## config.mk

```make
export PLATFORM = sky130hd
export DESIGN_NAME = onehot_decoder_seq_flat
export DESIGN_NICKNAME = d
export VERILOG_FILES = /design/src/rtl/onehot_decoder_seq_if.sv /design/src/rtl/onehot_decoder_seq.sv /design/src/flat_wrapper.sv
export SDC_FILE = /design/constraint.sdc
export NUM_CORES = 1
export LEC_CHECK = 0
export CAP_MARGIN = 40
export CORE_UTILIZATION = 50
export CTS_CLUSTER_DIAMETER = 50
export CTS_CLUSTER_SIZE = 14
export DETAILED_ROUTE_END_ITERATION = 7
export HOLD_SLACK_MARGIN = 0.06
export PLACE_DENSITY = 0.83
export SLEW_MARGIN = 15
export SYNTH_ARGS = -nofsm -noshare
export SYNTH_HDL_FRONTEND = slang
export SYNTH_SLANG_ARGS = --single-unit
```

## constraint.sdc

```tcl
create_clock -name clk -period 2.8 [get_ports clk]
set_input_delay 0.28 -clock clk [delete_from_list [all_inputs] [get_ports clk]]
set_output_delay 0.28 -clock clk [all_outputs]
set_load 0.02 [all_outputs]
```

## src/rtl/onehot_decoder_seq_if.sv

```systemverilog
`default_nettype none
// ============================================================================
// Module   : onehot_decoder_seq_if
// Brief    : Request handshake bundle feeding the sequenced one-hot decoder.
// Revision : 1.0 - initial release
// ============================================================================
interface onehot_decoder_seq_if #(
    parameter int IN_W   = 3,
    parameter int HOLD_W = 4
);
    logic              in_valid;
    logic              in_ready;
    logic [IN_W-1:0]   in_code;
    logic              in_none;
    logic [HOLD_W-1:0] in_hold;

    modport master (
        output in_valid,
        output in_code,
        output in_none,
        output in_hold,
        input  in_ready
    );

    modport slave (
        input  in_valid,
        input  in_code,
        input  in_none,
        input  in_hold,
        output in_ready
    );
endinterface
`default_nettype wire

```

## src/rtl/onehot_decoder_seq.sv

```systemverilog
`default_nettype none
// ============================================================================
// Module   : onehot_decoder_seq
// Brief    : Handshaked 3-to-8 one-hot decoder holding each word for
//            in_hold+1 cycles and counting completed drives.
// Revision : 1.0 - initial release
// ============================================================================
module onehot_decoder_seq #(
    parameter int IN_W   = 3,
    parameter int OUT_W  = 8,
    parameter int HOLD_W = 4
) (
    input  logic                 clk,
    input  logic                 rst_n,
    onehot_decoder_seq_if.slave  req,
    output logic [OUT_W-1:0]     y,
    output logic                 y_valid,
    output logic [7:0]           done_cnt
);

    typedef enum logic [0:0] {
        ST_IDLE  = 1'b0,
        ST_DRIVE = 1'b1
    } state_t;

    state_t            r_state;
    state_t            w_state_nxt;
    logic [OUT_W-1:0]  r_y;
    logic [OUT_W-1:0]  w_y_nxt;
    logic              r_y_valid;
    logic              w_y_valid_nxt;
    logic [HOLD_W-1:0] r_cnt;
    logic [HOLD_W-1:0] w_cnt_nxt;
    logic [7:0]        r_done_cnt;
    logic [7:0]        w_done_cnt_nxt;

    logic [OUT_W-1:0]  w_onehot;
    logic              w_ready;
    logic              w_accept;

    // in_none forces an all-zero word regardless of in_code.
    generate
        for (genvar i = 0; i < OUT_W; i++) begin : g_onehot
            assign w_onehot[i] = !req.in_none && (req.in_code == IN_W'(i));
        end
    endgenerate

    assign w_ready  = (r_state == ST_IDLE) || (r_cnt == '0);
    assign w_accept = req.in_valid && w_ready;

    always_comb begin
        w_state_nxt    = r_state;
        w_y_nxt        = r_y;
        w_y_valid_nxt  = r_y_valid;
        w_cnt_nxt      = r_cnt;
        w_done_cnt_nxt = r_done_cnt;

        case (r_state)
            ST_IDLE: begin
                if (w_accept) begin
                    w_y_nxt       = w_onehot;
                    w_y_valid_nxt = 1'b1;
                    w_cnt_nxt     = req.in_hold;
                    w_state_nxt   = ST_DRIVE;
                end
            end
            ST_DRIVE: begin
                if (r_cnt != '0) begin
                    w_cnt_nxt = r_cnt - 1'b1;
                end else begin
                    w_done_cnt_nxt = r_done_cnt + 8'd1;
                    if (w_accept) begin
                        w_y_nxt       = w_onehot;
                        w_y_valid_nxt = 1'b1;
                        w_cnt_nxt     = req.in_hold;
                    end else begin
                        w_y_nxt       = '0;
                        w_y_valid_nxt = 1'b0;
                        w_state_nxt   = ST_IDLE;
                    end
                end
            end
            default: begin
                w_state_nxt   = ST_IDLE;
                w_y_nxt       = '0;
                w_y_valid_nxt = 1'b0;
                w_cnt_nxt     = '0;
            end
        endcase
    end

    always_ff @(posedge clk or negedge rst_n) begin
        if (!rst_n) begin
            r_state    <= ST_IDLE;
            r_y        <= '0;
            r_y_valid  <= 1'b0;
            r_cnt      <= '0;
            r_done_cnt <= '0;
        end else begin
            r_state    <= w_state_nxt;
            r_y        <= w_y_nxt;
            r_y_valid  <= w_y_valid_nxt;
            r_cnt      <= w_cnt_nxt;
            r_done_cnt <= w_done_cnt_nxt;
        end
    end

    assign req.in_ready = w_ready;
    assign y            = r_y;
    assign y_valid      = r_y_valid;
    assign done_cnt     = r_done_cnt;

endmodule
`default_nettype wire

```

## src/flat_wrapper.sv

```systemverilog
// flat-port wrapper written by rule: the top's interface ports become plain ports
module onehot_decoder_seq_flat 
#(
    parameter int IN_W   = 3,
    parameter int OUT_W  = 8,
    parameter int HOLD_W = 4
)
  (clk, rst_n, y, y_valid, done_cnt, req_in_valid, req_in_code, req_in_none, req_in_hold, req_in_ready);
  onehot_decoder_seq_if #(.IN_W(IN_W), .HOLD_W(HOLD_W)) req_i ();
  input  logic clk;
  input  logic rst_n;
  output logic [OUT_W-1:0] y;
  output logic y_valid;
  output logic [7:0] done_cnt;
  input wire logic [$bits(req_i.in_valid)-1:0] req_in_valid;
  input wire logic [$bits(req_i.in_code)-1:0] req_in_code;
  input wire logic [$bits(req_i.in_none)-1:0] req_in_none;
  input wire logic [$bits(req_i.in_hold)-1:0] req_in_hold;
  output wire logic [$bits(req_i.in_ready)-1:0] req_in_ready;
  assign req_i.in_valid = req_in_valid;
  assign req_i.in_code = req_in_code;
  assign req_i.in_none = req_in_none;
  assign req_i.in_hold = req_in_hold;
  assign req_in_ready = req_i.in_ready;
  onehot_decoder_seq #(.IN_W(IN_W), .OUT_W(OUT_W), .HOLD_W(HOLD_W)) u_core (.clk(clk), .rst_n(rst_n), .req(req_i), .y(y), .y_valid(y_valid), .done_cnt(done_cnt));
endmodule
```

==> metrics.md, run 1 <==
| Metric | Value |
|---|---|
| Max incr delay on CP | `0.63 ns` |
| Clk slew on worst S/H paths | `0.11 ns` |
| Unique cell type count in the Yosys netlist | `35` |
| Hpwl dp | `1630 um` |
| Register Area | `551 um2` |
| Ratio of cells with drive above 1 in the final layout | `11.2%` |
| Maximum VDD drop | `538 uV` |
| Core ar. | `1980 um2` |
| R2R Path End | `u_core.y[5]` |
| Critical Path AT | `2.27 ns` |
| Synth Instances | `87` |
| H-tree depth | `1` |
| CTS tree | `yes` |
| RSZ-0062 raised after global routing | `no` |
| Via-to-Cell Ratio | `5.61` |
| Met3 Routed Length | `79 um` |
| Sequential share of power | `41.1%` |
| Multi-input gate area | `480 um2` |
| DRC | `0` |
| Top-area cell type share of the netlist area | `51.9%` |
| Cell taking the most area after synthesis | `dfrtp_1` |
| Num rows | `16` |
| Grt ovf | `0` |
| Ranking of synthesized cells by area | `dfrtp_1 (52%), a32o_1 (7.5%), xnor2_1 (5.0%)` |
| CTS Buf Count | `3` |
| YS warnings | `0` |
| Worst Path Buf+Inv | `2` |
| Routed wire length on met2 | `1100 um` |
| Sequential area share after synthesis | `51.9%` |
| Hold Crit Class | `input port to asynchronous set/reset pin` |
| WS Path Type | `register to output pin` |
| Worst-Skew Late Latency | `0.30 ns` |
| Vias in the first global route | `754` |
| Most frequent cells in the layout | `clkdlybuf4s50_1 (28), dfrtp_1 (22), a32o_1 (8)` |
| Final hold vios | `0` |
| TNS Setup | `0 ns` |
| Final Max Slew Viols | `0` |
| R2r worst-path depth | `5` |
| Area Growth Syn to Fin | `32.9%` |
| Number of synthesized flops with an enable pin | `0` |
| Internal reg-to-reg setup slack | `1.07 ns` |
| WL/cell | `14.9 um` |
| Crit share post-route | `91.1%` |
| Synth Cell Area | `1060 um2` |
| Die width | `48.1 um` |
| P_leak | `0.604 nW` |
| Asr flop ratio synth | `100%` |
| RePlAce Congestion | `0.719` |
| First-pass DRT Iterations | `4` |
| Post-CTS setup buffers | `0` |
| Antenna violations before repair | `0` |
| Worst-Margin Slew | `0.378 ns` |
| Fin cells | `143` |
| Finished Core Util | `71.1%` |
| Clock sink count | `22` |
| Number of nets in the layout | `131` |
| I/O Pins | `29` |
| PwrDens | `932 nW/um2` |
| Main synth FF type | `dfrtp_1` |
| Ant. Diodes | `0` |
| Root Buffer Master | `clkbuf_4` |
| Data required, critical path | `2.52 ns` |
| Max-cap violation count | `0` |
| First-pass GRT wire length | `3080 um` |
| Largest net degree at the start of global routing | `18` |
| CP endpoint kind | `output pin` |
| Starting DRT DRC Count | `13` |
| CTS resizes | `0` |
| Crit path launch type | `register` |
| DRT antenna net count | `0` |
| Comb pwr share | `48.3%` |
| Via Count | `802` |
| Share of total power in the clock network | `10.6%` |
| Min Hold Slack | `0.246 ns` |
| Hold_buf cts | `0` |
| Avg Cell Area, Syn | `12.2 um2` |
| Die ar. | `2310 um2` |
| P_sw | `0.519 mW` |
| Worst r2r src | `u_core.r_cnt[0]` |
| Slew margin rel. | `74.7%` |
| IO Port Bufs | `28` |
| Final Skew | `0.00475 ns` |
| Critical Path Fanout Max | `6` |
| Net Sw Frac | `39.5%` |
| Met1 wire length | `925 um` |
| CP top delay family | `buffers and inverters` |
| GR Util All Layers | `19.6%` |
| Placed cells | `140` |
| Finish-stage setup viols | `0` |
| Outcome | `complete, no violations` |
| Top sig layer | `met4` |
| Starting Density | `53.5%` |
| Slowest-stage cell, CP | `clkdlybuf4s50_1` |
| Minimum clock period after layout | `2.55 ns` |
| Die span in y | `48.1 um` |
| Final WL | `2130 um` |
| Leading cell type in the layout, fill and taps excluded | `clkdlybuf4s50_1` |
| Fmax | `392 MHz` |
| Syn Nets | `100` |
| Layout fillers | `135` |
| Synthesized flop and latch total | `22` |
| Crit path cell chain | `inv_1, ha_1, or3b_4, nand2_1, clkdlybuf4s50_1` |
| Maximum clock path buffer count | `2` |
| P_int | `0.794 mW` |
[sequential cells by signal, summed over array words and instances (netlist names)]
signal and count:
u_core.done_cnt 8, u_core.y 8, u_core.r_cnt 4, u_core.r_state 1, u_core.y_valid 1
[synthesized netlist by cell type (2+ instances only)]
| library cell | number |
|---|---|
| a32o_1 | 8 |
| xnor2_1 | 6 |
| nand2_1 | 4 |
| buf_2 | 3 |
| nand3_1 | 3 |
| dfrtp_1 | 22 |
| nand4_1 | 2 |
| and3_1 | 2 |
| a21oi_4 | 2 |
| nor2b_1 | 3 |
| inv_1 | 4 |
| mux2i_1 | 3 |
| nor2_1 | 2 |
| ha_1 | 2 |
[worst max path at each step]
stage	start	end	slack (ns)	cells past startpoint
2_1_floorplan	u_core.r_cnt[0]	u_core.r_cnt[3]	1.17	5
3_3_place_gp	u_core.r_cnt[0]	req_in_ready	0.68	5
3_5_place_dp	u_core.r_cnt[0]	req_in_ready	0.59	5
4_1_cts	u_core.r_cnt[0]	req_in_ready	0.24	5
5_1_grt	u_core.r_cnt[0]	req_in_ready	0.15	5
6_report	u_core.r_cnt[0]	req_in_ready	0.25	5
[through the flow]
stage	power, mW	area (um2)	setup WS, ns
6_report	1.31	1410	0.248
5_1_grt	1.40	1410	0.152
4_1_cts	1.33	1410	0.240
3_5_place_dp	1.19	1390	0.586
3_3_place_gp	1.15	1360	0.676
2_1_floorplan	0.921	1060	1.17
[worst reg2reg max path: cells and delay by family, from the launching register on]
| family | cells | cell delay, ns |
|---|---|---|
| adder cells (fa/ha/maj) | 1 | 0.23 |
| AO/OA/AOI/OAI | 2 | 0.49 |
| buffers and inverters | 1 | 0.07 |
| flip-flops | 1 | 0.44 |
| AND/OR/NAND/NOR | 1 | 0.44 |
[cells by family (layout without fill, tap and decap cells)]
family          count (synthesis)  count (layout)  share of synthesized area, %
compound gates                 19              19                          16.9
buf+inv                         7              36                          2.83
flops                          22              22                          51.9
simple gates                   26              26                          16.4
mux                             4               4                          3.89
fa+ha+maj                       2               2                          2.36
xor+xnor                        7               7                          5.78
[power by group through the flow]
stage          clock (mW)  combinational [mW]  sequential [mW]
2_1_floorplan           0               0.327            0.594
3_3_place_gp            0               0.613            0.533
3_5_place_dp            0               0.640            0.545
4_1_cts             0.143               0.644            0.539
5_1_grt             0.153               0.692            0.553
6_report            0.139               0.634            0.540
[final cells by class]
type,count,share of cell area [%]
clock buffer,3,1.60
multi-input combinational,58,34.1
sequential,22,39.0
timing repair buffer,29,21.8
inverter,4,1.06
tap,27,2.40
[layer usage]
| metal | vias to the layer above | global-route usage [%] |
|---|---|---|
| met5 | - | 0 |
| met4 | 0 | 9.44 |
| met3 | 4 | 3.77 |
| met2 | 25 | 34.9 |
| met1 | 388 | 22.2 |
| li1 | 385 | - |
Note: power is estimated with default switching activity, not from simulation.
==> inputs of run 2 (changes only) <==
--- a/config.mk
+++ b/config.mk
@@ -6,6 +6,7 @@
 export NUM_CORES = 1
 export LEC_CHECK = 0
 export CAP_MARGIN = 40
+export CORE_MARGIN = 5
 export CORE_UTILIZATION = 50
 export CTS_CLUSTER_DIAMETER = 50
 export CTS_CLUSTER_SIZE = 14
==> run 2 against run 1 <==
Against the previous run:
- die area up 36%
- sequential share of layout area down 0.48 points
- first-iteration DRC count down 23%
- combinational power about the same
- count of clock-buffer cells in the layout unchanged
- register-to-register slack worse by 0.04 ns
- critical path depth unchanged
- core utilization up 0.16 points
- via count up 1.6%
- wire length up 7.2%
- non-clock buffer count unchanged
- clock power up 78%
- largest power group unchanged
==> metrics.md, run 2 (synthesized netlist as in run 1, its figures left out) <==
| Metric | Value |
|---|---|
| I/O Pins | `29` |
| Final Power | `1.42 mW` |
| DRT antenna net count | `0` |
| Outcome | `complete, no violations` |
| DRC | `0` |
| Num rows | `16` |
| Via-to-Cell Ratio | `5.66` |
| GR Util All Layers | `16.3%` |
| Hold_buf cts | `0` |
| Vias in the first global route | `870` |
| CP endpoint kind | `output pin` |
| First-pass GRT wire length | `4020 um` |
| TNS Setup | `0 ns` |
| Starting DRT DRC Count | `10` |
| Ant. Diodes | `0` |
| R2r worst-path depth | `5` |
| Share of total power in the clock network | `17.5%` |
| WS Path Type | `register to output pin` |
| Ratio of cells with drive above 1 in the final layout | `12.0%` |
| CTS Buf Count | `3` |
| H-tree depth | `1` |
| Final Max Slew Viols | `0` |
| Worst-Skew Late Latency | `0.33 ns` |
| Root Buffer Master | `clkbuf_4` |
| Placed cells | `140` |
| Clk slew on worst S/H paths | `0.13 ns` |
| Max-cap violation count | `0` |
| Hpwl dp | `1760 um` |
| Maximum clock path buffer count | `2` |
| Post-CTS setup buffers | `0` |
| Die ar. | `3140 um2` |
| Slew margin rel. | `71.4%` |
| Grt ovf | `0` |
| Antenna violations before repair | `0` |
| Area Growth Syn to Fin | `34.6%` |
| IO Port Bufs | `28` |
| Data required, critical path | `2.52 ns` |
| Most frequent cells in the layout | `clkdlybuf4s50_1 (28), dfrtp_1 (22), a32o_1 (8)` |
| Number of nets in the layout | `131` |
| Die span in y | `56.1 um` |
| P_sw | `0.534 mW` |
| Critical Path AT | `2.30 ns` |
| Fmax | `388 MHz` |
| Sequential share of power | `37.9%` |
| Finish-stage setup viols | `0` |
| RSZ-0062 raised after global routing | `no` |
| CTS resizes | `0` |
| P_leak | `0.613 nW` |
| WL/cell | `15.8 um` |
| Met1 usage | `19.6%` |
| CTS tree | `yes` |
| Leading cell type in the layout, fill and taps excluded | `clkdlybuf4s50_1` |
| Net Sw Frac | `37.6%` |
| Worst-Margin Slew | `0.428 ns` |
| Met3 GRT Util | `6.03%` |
| Final WL | `2280 um` |
| Die width | `56.1 um` |
| Comb pwr share | `44.6%` |
| RePlAce Congestion | `0.783` |
| Clock sink count | `22` |
| Final hold vios | `0` |
| Finished Core Util | `71.3%` |
| First-pass DRT Iterations | `4` |
| Crit path launch type | `register` |
| Worst r2r src | `u_core.r_cnt[0]` |
| Critical Path Fanout Max | `6` |
| Hold Crit Class | `input port to asynchronous set/reset pin` |
| Dpl ws | `0.597 ns` |
| Minimum clock period after layout | `2.58 ns` |
| Internal reg-to-reg setup slack | `1.03 ns` |
| R2R Path End | `u_core.y[4]` |
| Fin cells | `144` |
| Maximum VDD drop | `586 uV` |
| PwrDens | `995 nW/um2` |
| P_int | `0.887 mW` |
| Starting Density | `53.0%` |
| Global routing's busiest layer | `met2` |
| Final WS setup | `0.221 ns` |
| GR met2 Demand/Resource | `26.5%` |
| Crit share post-route | `92.1%` |
| Largest net degree at the start of global routing | `16` |
| Via Count | `815` |
| Core ar. | `2000 um2` |
| Final Skew | `0.0143 ns` |
==> run 2: worst max-delay path by stage <==
stage / slack, ns / cells after the start / from / end
2_1_floorplan: 1.17 / 5 / u_core.r_cnt[0] / u_core.r_cnt[3]
3_3_place_gp: 0.67 / 5 / u_core.r_cnt[0] / req_in_ready
3_5_place_dp: 0.60 / 5 / u_core.r_cnt[0] / req_in_ready
4_1_cts: 0.22 / 5 / u_core.r_cnt[0] / req_in_ready
5_1_grt: 0.14 / 5 / u_core.r_cnt[0] / req_in_ready
6_report: 0.22 / 5 / u_core.r_cnt[0] / req_in_ready
==> run 2: stage by stage <==
step | cell area, um2 | hold WS [ns]
final | 1430 | 0.235
after global routing | 1430 | 0.262
after CTS | 1430 | 0.248
after detailed placement | 1380 | 0.469
after global placement | 1360 | 0.464
after floorplan | 1060 | -0.0156
==> run 2: power groups by stage <==
stage / sequential, mW / combinational, mW / clock (mW)
floorplan: 0.594 / 0.327 / 0
global placement: 0.533 / 0.618 / 0
detailed placement: 0.545 / 0.639 / 0
CTS: 0.540 / 0.640 / 0.251
global route: 0.557 / 0.696 / 0.267
finish: 0.539 / 0.634 / 0.248
==> run 2: area by class of cell <==
| type | instances | area [um2] |
|---|---|---|
| fill | 155 | 574 |
| sequential | 22 | 551 |
| multi-input combinational | 58 | 480 |
| timing repair buffer | 29 | 295 |
| tap | 27 | 33.8 |
| clock inverter | 1 | 30.0 |
| clock buffer | 3 | 22.5 |
| inverter | 4 | 15.0 |
==> run 2: critical path: stages, from the launching register on <==
cell	delay [ns]
dfrtp_1	0.44
inv_1	0.07
ha_1	0.24
or3b_4	0.44
nand2_1	0.15
clkdlybuf4s50_1	0.63
==> run 2: metal layers <==
layer | vias to the layer above | routed length [um]
li1 | 388 | -
met1 | 399 | 959
met2 | 23 | 1130
met3 | 5 | 152
met4 | 0 | 40
met5 | - | 0
==> inputs of run 3 (changes only) <==
--- a/config.mk
+++ b/config.mk
@@ -11,6 +11,7 @@
 export CTS_CLUSTER_DIAMETER = 50
 export CTS_CLUSTER_SIZE = 14
 export DETAILED_ROUTE_END_ITERATION = 7
+export GPL_ROUTABILITY_DRIVEN = 1
 export HOLD_SLACK_MARGIN = 0.06
 export PLACE_DENSITY = 0.83
 export SLEW_MARGIN = 15
==> results of run 3 <==
The final DEF is identical to that of run 2; final timing and power are the same.
